--- src/rtl/bird_game_ctrl_pkg.sv ---
// Shared definitions for the bird game sequencer and the blocks around it.
//   game_state_t  : state encoding (also the value driven on the 2-bit state port)
//   SCORE_W_DEF   : default score width, reused by the score-render block
//   SCORE_MAX_DEF : default score saturation value
//   cnt_width()   : bits needed to hold a counter's load value
package bird_game_ctrl_pkg;

    typedef enum logic [1:0] {
        ST_IDLE  = 2'd0,
        ST_PLAY  = 2'd1,
        ST_PAUSE = 2'd2,
        ST_OVER  = 2'd3
    } game_state_t;

    localparam int SCORE_W_DEF   = 14;
    localparam int SCORE_MAX_DEF = 9999;

    function automatic int cnt_width(input int max_val);
        return (max_val < 2) ? 1 : $clog2(max_val + 1);
    endfunction

endpackage

--- src/rtl/bird_game_ctrl_tick_downcounter.sv ---
// Loadable down-counter decremented by frame ticks, saturating at zero.
// Ports:
//   clk, rst  : clock, async active-high reset (count -> 0)
//   load      : load load_val (wins over dec)
//   load_val  : value to load
//   dec       : decrement request (one frame tick while enabled)
//   is_zero   : count has reached zero
module bird_game_ctrl_tick_downcounter #(
    parameter int W = 8
) (
    input  logic         clk,
    input  logic         rst,
    input  logic         load,
    input  logic [W-1:0] load_val,
    input  logic         dec,
    output logic         is_zero
);

    logic [W-1:0] cnt;

    always_ff @(posedge clk or posedge rst) begin
        if (rst) begin
            cnt <= '0;
        end else if (load) begin
            cnt <= load_val;
        end else if (dec && (cnt != '0)) begin
            cnt <= cnt - 1'b1;
        end
    end

    assign is_zero = (cnt == '0);

endmodule

--- src/rtl/bird_game_ctrl.sv ---
// Top-level game sequencer: IDLE -> PLAY <-> PAUSE, PLAY -> OVER -> PLAY.
// Ports:
//   clk, rst                      : clock, async active-high reset
//   tick                          : one-cycle frame tick
//   start_pulse/flap_pulse/pause_pulse : debounced one-cycle button pulses
//   collide                       : level, bird hits pipe or ground
//   pipe_passed                   : one-cycle pulse, bird cleared a pipe
//   state                         : 0=IDLE 1=PLAY 2=PAUSE 3=OVER
//   run_en                        : physics/world advance enable (PLAY only)
//   flap_req                      : one-cycle accepted-flap pulse
//   clear_world                   : one-cycle world reset pulse
//   score, high_score             : current and best score since reset
module bird_game_ctrl
    import bird_game_ctrl_pkg::*;
#(
    parameter int COOLDOWN_TICKS  = 4,
    parameter int OVER_HOLD_TICKS = 60,
    parameter int SCORE_W         = SCORE_W_DEF,
    parameter int SCORE_MAX       = SCORE_MAX_DEF
) (
    input  logic               clk,
    input  logic               rst,
    input  logic               tick,
    input  logic               start_pulse,
    input  logic               flap_pulse,
    input  logic               pause_pulse,
    input  logic               collide,
    input  logic               pipe_passed,
    output logic [1:0]         state,
    output logic               run_en,
    output logic               flap_req,
    output logic               clear_world,
    output logic [SCORE_W-1:0] score,
    output logic [SCORE_W-1:0] high_score
);

    localparam int CD_W   = cnt_width(COOLDOWN_TICKS);
    localparam int HOLD_W = cnt_width(OVER_HOLD_TICKS);

    game_state_t        state_q, state_n;
    logic [SCORE_W-1:0] score_q, score_n, score_inc;
    logic [SCORE_W-1:0] high_q, high_n;
    logic               flap_q, flap_n;
    logic               clear_q, clear_n;
    logic               run_q;

    logic               cd_load, cd_clr, cd_zero;
    logic               hold_load, hold_zero;

    // Cooldown only runs in PLAY so it stays frozen through PAUSE.
    bird_game_ctrl_tick_downcounter #(.W(CD_W)) u_cooldown (
        .clk      (clk),
        .rst      (rst),
        .load     (cd_load | cd_clr),
        .load_val (cd_clr ? '0 : CD_W'(COOLDOWN_TICKS)),
        .dec      (tick && (state_q == ST_PLAY)),
        .is_zero  (cd_zero)
    );

    bird_game_ctrl_tick_downcounter #(.W(HOLD_W)) u_hold (
        .clk      (clk),
        .rst      (rst),
        .load     (hold_load),
        .load_val (HOLD_W'(OVER_HOLD_TICKS)),
        .dec      (tick && (state_q == ST_OVER)),
        .is_zero  (hold_zero)
    );

    // Saturating increment; the collide branch compares high_score against
    // this incremented value so a pass in the crash cycle still counts.
    always_comb begin
        score_inc = score_q;
        if (pipe_passed && (score_q != SCORE_W'(SCORE_MAX))) begin
            score_inc = score_q + 1'b1;
        end
    end

    always_comb begin
        state_n   = state_q;
        score_n   = score_q;
        high_n    = high_q;
        flap_n    = 1'b0;
        clear_n   = 1'b0;
        cd_load   = 1'b0;
        cd_clr    = 1'b0;
        hold_load = 1'b0;
        case (state_q)
            ST_IDLE: begin
                if (start_pulse) begin
                    state_n = ST_PLAY;
                    clear_n = 1'b1;
                    score_n = '0;
                end
            end
            ST_PLAY: begin
                score_n = score_inc;
                if (collide) begin
                    state_n   = ST_OVER;
                    hold_load = 1'b1;
                    if (score_inc > high_q) begin
                        high_n = score_inc;
                    end
                end else if (pause_pulse) begin
                    state_n = ST_PAUSE;
                end else if (flap_pulse && cd_zero) begin
                    flap_n  = 1'b1;
                    cd_load = 1'b1;
                end
            end
            ST_PAUSE: begin
                if (pause_pulse || start_pulse) begin
                    state_n = ST_PLAY;
                end
            end
            ST_OVER: begin
                if (start_pulse && hold_zero) begin
                    state_n = ST_PLAY;
                    clear_n = 1'b1;
                    score_n = '0;
                    cd_clr  = 1'b1;
                end
            end
            default: state_n = ST_IDLE;
        endcase
    end

    always_ff @(posedge clk or posedge rst) begin
        if (rst) begin
            state_q <= ST_IDLE;
            score_q <= '0;
            high_q  <= '0;
            flap_q  <= 1'b0;
            clear_q <= 1'b0;
            run_q   <= 1'b0;
        end else begin
            state_q <= state_n;
            score_q <= score_n;
            high_q  <= high_n;
            flap_q  <= flap_n;
            clear_q <= clear_n;
            run_q   <= (state_n == ST_PLAY);
        end
    end

    assign state       = state_q;
    assign run_en      = run_q;
    assign flap_req    = flap_q;
    assign clear_world = clear_q;
    assign score       = score_q;
    assign high_score  = high_q;

endmodule
--- config.mk ---
export PLATFORM = sky130hd
export DESIGN_NAME = bird_game_ctrl
export DESIGN_NICKNAME = d
export VERILOG_FILES = /design/src/rtl/bird_game_ctrl_pkg.sv /design/src/rtl/bird_game_ctrl_tick_downcounter.sv /design/src/rtl/bird_game_ctrl.sv
export SDC_FILE = /design/constraint.sdc
export NUM_CORES = 1
export LEC_CHECK = 0
export ABC_AREA = 1
export CAP_MARGIN = 30
export CORE_UTILIZATION = 44
export CTS_CLUSTER_DIAMETER = 200
export DETAILED_ROUTE_END_ITERATION = 6
export GPL_TIMING_DRIVEN = 0
export PLACE_DENSITY = 0.62
export SLEW_MARGIN = 10
export SYNTH_ARGS = -nofsm -noshare
export SYNTH_HDL_FRONTEND = slang
export SYNTH_SLANG_ARGS = --single-unit
--- constraint.sdc ---
create_clock -name clk -period 2.95 [get_ports clk]
set_input_delay 0.295 -clock clk [delete_from_list [all_inputs] [get_ports clk]]
set_output_delay 0.295 -clock clk [all_outputs]
set_load 0.05 [all_outputs]
==> impl_metrics.env <==
export IMPL_outcome="finished, violations left"
export IMPL_failed_checks="DRC"
export IMPL_firstDrtPassIters=6
export IMPL_drt_total_wl_um=6900
export IMPL_grt_antenna_before_repair=0
export IMPL_p_seq_share_pct=28.8
export IMPL_min_period_ps=2710
export IMPL_grt_overflow_total=0
export IMPL_seqCellArea_mm2=0.00106
export IMPL_r2r_start="score[0]"
export IMPL_power_density_mw_per_mm2=833
export IMPL_p_leak_nw=1.87
export IMPL_yosysMostFrequentCell="nand2_1"
export IMPL_setup_worst_path_class="flop to flop"
export IMPL_cts_buffers=5
export IMPL_floorplan_initialDensity_pct=46.2
export IMPL_netlist_area_leader_share_pct=35.4
export IMPL_placement_rows=29
export IMPL_ios=41
export IMPL_syn_to_final_growth_pct=25.6
export IMPL_avgSynthCellArea_um2=7.06
export IMPL_diodes=0
export IMPL_synth_seq_cells=42
export IMPL_cap_viol_max_count=0
export IMPL_netlist_instances=420
export IMPL_hold_violations=0
export IMPL_htree_levels=2
export IMPL_path_common_cell="nand2_1"
export IMPL_postCtsHoldBufs=0
export IMPL_critPathBufInv=3
export IMPL_dieWidth_um=84.1
export IMPL_drv_slew=0
export IMPL_dieArea_mm2=0.00707
export IMPL_clk_pin_slew_ps=90
export IMPL_clkLatencyLatePin_ps=300
export IMPL_multiInputGateArea_mm2=0.00164
export IMPL_numClockSinks=42
export IMPL_synth_edf_count=0
export IMPL_p_clk_share_pct=18.5
export IMPL_crit_path_top_delay_cell="dfrtp_2"
export IMPL_dieHeight_um=84.1
export IMPL_dp_hpwl_um=5190
export IMPL_track_usage_pct=21.4
export IMPL_yosysSeqAreaShare_pct=35.4
export IMPL_grt_pass1_wl_um=12200
export IMPL_path_max_fanout=10
export IMPL_slew_headroom_pct=65.8
export IMPL_irDropWorstVdd_mv=0.486
export IMPL_core_mm2=0.00642
export IMPL_skew_ps=5.38
export IMPL_cts_tree="yes"
export IMPL_ys_warn_count=0
export IMPL_syn_num_nets=451
export IMPL_setup_viol=0
export IMPL_critical_path_top_delay_family="simple AND/OR/NAND/NOR gates"
export IMPL_tightestPinTransition_ps=511
export IMPL_finalCritPeriodShare_pct=91.9
export IMPL_synthDistinctLibCells=29
export IMPL_synth_area_top_cells="dfrtp_1 35%, nand2_1 19%, ha_1 9.7%"
export IMPL_drtIter0Drc=141
export IMPL_slowest_delay_ps=460
export IMPL_worst_r2r_setup_slack_ps=240
export IMPL_antenna_left=0
export IMPL_ys_flop_type="dfrtp_1"
export IMPL_drc=7
export IMPL_worst_hold_slack_ps=239
export IMPL_async_flop_share_pct=100
export IMPL_cp_end_kind="flop"
export IMPL_cts_buffer_depth=2
export IMPL_gp_congestion=0.862
export IMPL_required_ps=3130
export IMPL_finalPower_mw=3.11
export IMPL_switching_share_pct=46.5
export IMPL_port_buffers=39
export IMPL_worst_setup_path_start_kind="flop"
export IMPL_post_drt_wl_per_cell_um=12.6
export IMPL_synth_commonest_cells="149 x nand2_1, 71 x inv_1, 42 x dfrtp_1"
export IMPL_viasPerCell=4.94
export IMPL_p_int_mw=1.66
export IMPL_finalNetCount=502
export IMPL_grt_start_max_net_pins=33
export IMPL_min_delay_path_class="primary input to async pin"
export IMPL_clock_fmax_ghz=0.369
export IMPL_first_global_vias=2637
export IMPL_cts_root_buf="clkbuf_8"
export IMPL_drive_gt1_share_pct=13.3
export IMPL_syn_area_mm2=0.00297
export IMPL_worstRegToRegCells=18
export IMPL_cp_arrival_ps=2890
export IMPL_reg2reg_to="high_score[12]"
export IMPL_via_count=2711
export IMPL_p_sw_mw=1.44
export IMPL_crit_path_cell_trace="ha_4 -> nand3_4 -> nor2_4 -> a21boi_1 -> nand2_1 -> nand2_1 -> inv_1 -> ha_1 -> nand2_1 -> nor2_2 -> nand3_2 -> inv_1 -> nand2_2 -> nand2_1 -> nand2_1 -> buf_4 -> nand2_1 -> nand2_1"
export IMPL_n_fill_cell=605
export IMPL_p_comb_share_pct=52.7
export IMPL_yosys_area_top_type="dfrtp_1"
cells by family after synthesis:
family | after synthesis | synth area share (%)
AOI/OAI and AO/OA | 34 | 6.62
buffers and inverters | 79 | 11.0
DFF | 42 | 35.4
xor gates and xnor gates | 5 | 1.48
adders and majority gates | 23 | 9.70
and+or+nand+nor | 237 | 35.8
how the worst max path moves through the flow:
stage,start,to,slack (ps),cells past startpoint
6_report,score[0],high_score[12],240,18
5_1_grt,score[5],high_score[13],-10,18
4_1_cts,score[0],high_score[12],30,18
3_5_place_dp,score[0],high_score[12],-40,19
3_3_place_gp,score[0],high_score[2],-20,19
2_1_floorplan,score[0],high_score[2],160,18
cell usage in the layout (no fill, tap or decap), types with 2 or more instances in the layout:
master	synthesis	final
clkbuf_8	0	6
nor2_4	2	3
xor2_1	4	4
nand3b_1	2	2
nand2_2	9	10
dfrtp_1	42	35
nand4_1	10	10
o21ai_1	9	8
or2_2	2	2
nor2_1	27	23
nor3_1	2	2
nand2_1	149	148
a21oi_1	9	8
nand3_2	4	5
nor2_2	0	3
clkdlybuf4s50_1	0	39
buf_12	0	2
inv_2	1	2
ha_1	23	22
dfrtp_2	0	7
nand3_1	26	25
bufinv_16	0	2
o21ai_0	10	10
o21ai_2	3	4
buf_4	3	8
inv_1	71	70
metal layers:
layer  vias to the layer above  GRT usage [%]  share of wire [%]
met5                         -              0                  0
met4                         0           4.70               0.77
met3                         5           3.17                3.4
met2                        42           34.1                 46
met1                      1260           30.8                 50
li1                       1404              -                  -
what timing repair did:
| item | 4_1_cts | 5_1_grt |
|---|---|---|
| setup buffers | 0 | 4 |
| endpoints found under the setup margin | 14 | 14 |
| resized for setup | 2 | 21 |
| pin swaps | 0 | 2 |
cell type report:
class                   count  share of cell area (%)
well taps                  77                    2.58
multi-input cells         299                    44.0
flip-flops and latches     42                    28.4
inverters                  72                    7.25
clock inverters             2                    1.61
repair buffers             44                    12.2
clock buffers               6                    2.22
plain buffers               7                    1.71
worst reg2reg max path: stages (launching register included):
cell and delay (ps):
dfrtp_2 460, ha_4 180, nand3_4 100, nor2_4 60
a21boi_1 290, nand2_1 80, nand2_1 130, inv_1 60
ha_1 270, nand2_1 70, nor2_2 160, nand3_2 110
inv_1 90, nand2_2 80, nand2_1 70, nand2_1 60
buf_4 180, nand2_1 70, nand2_1 60
power by group through the flow:
stage / clock (mW) / sequential [mW] / combinational [mW]
floorplan: 0 / 1.20 / 0.812
global placement: 0 / 0.900 / 1.53
detailed placement: 0 / 0.901 / 1.56
CTS: 0.589 / 0.893 / 1.57
global route: 0.612 / 0.919 / 1.85
finish: 0.575 / 0.895 / 1.64
stage by stage:
stage          area (µm²)  setup TNS [ps]  instances  worst slack [ps]  util, %
6_report             3730               0        549               240     58.0
5_1_grt              3730           -14.0        549             -14.0     58.0
4_1_cts              3620               0        545              26.5     56.4
3_5_place_dp         3480            -413        537             -40.4     54.1
3_3_place_gp         3460            -201        536             -20.4     53.8
2_1_floorplan        2970               0        420               164        -
flip-flops by register name (all words and copies together), names as in the netlist:
name            cells
u_hold.cnt          6
state               2
flap_req            1
high_score         14
score              14
clear_world         1
u_cooldown.cnt      3
run_en              1
Note: power is estimated with default switching activity, not from simulation.
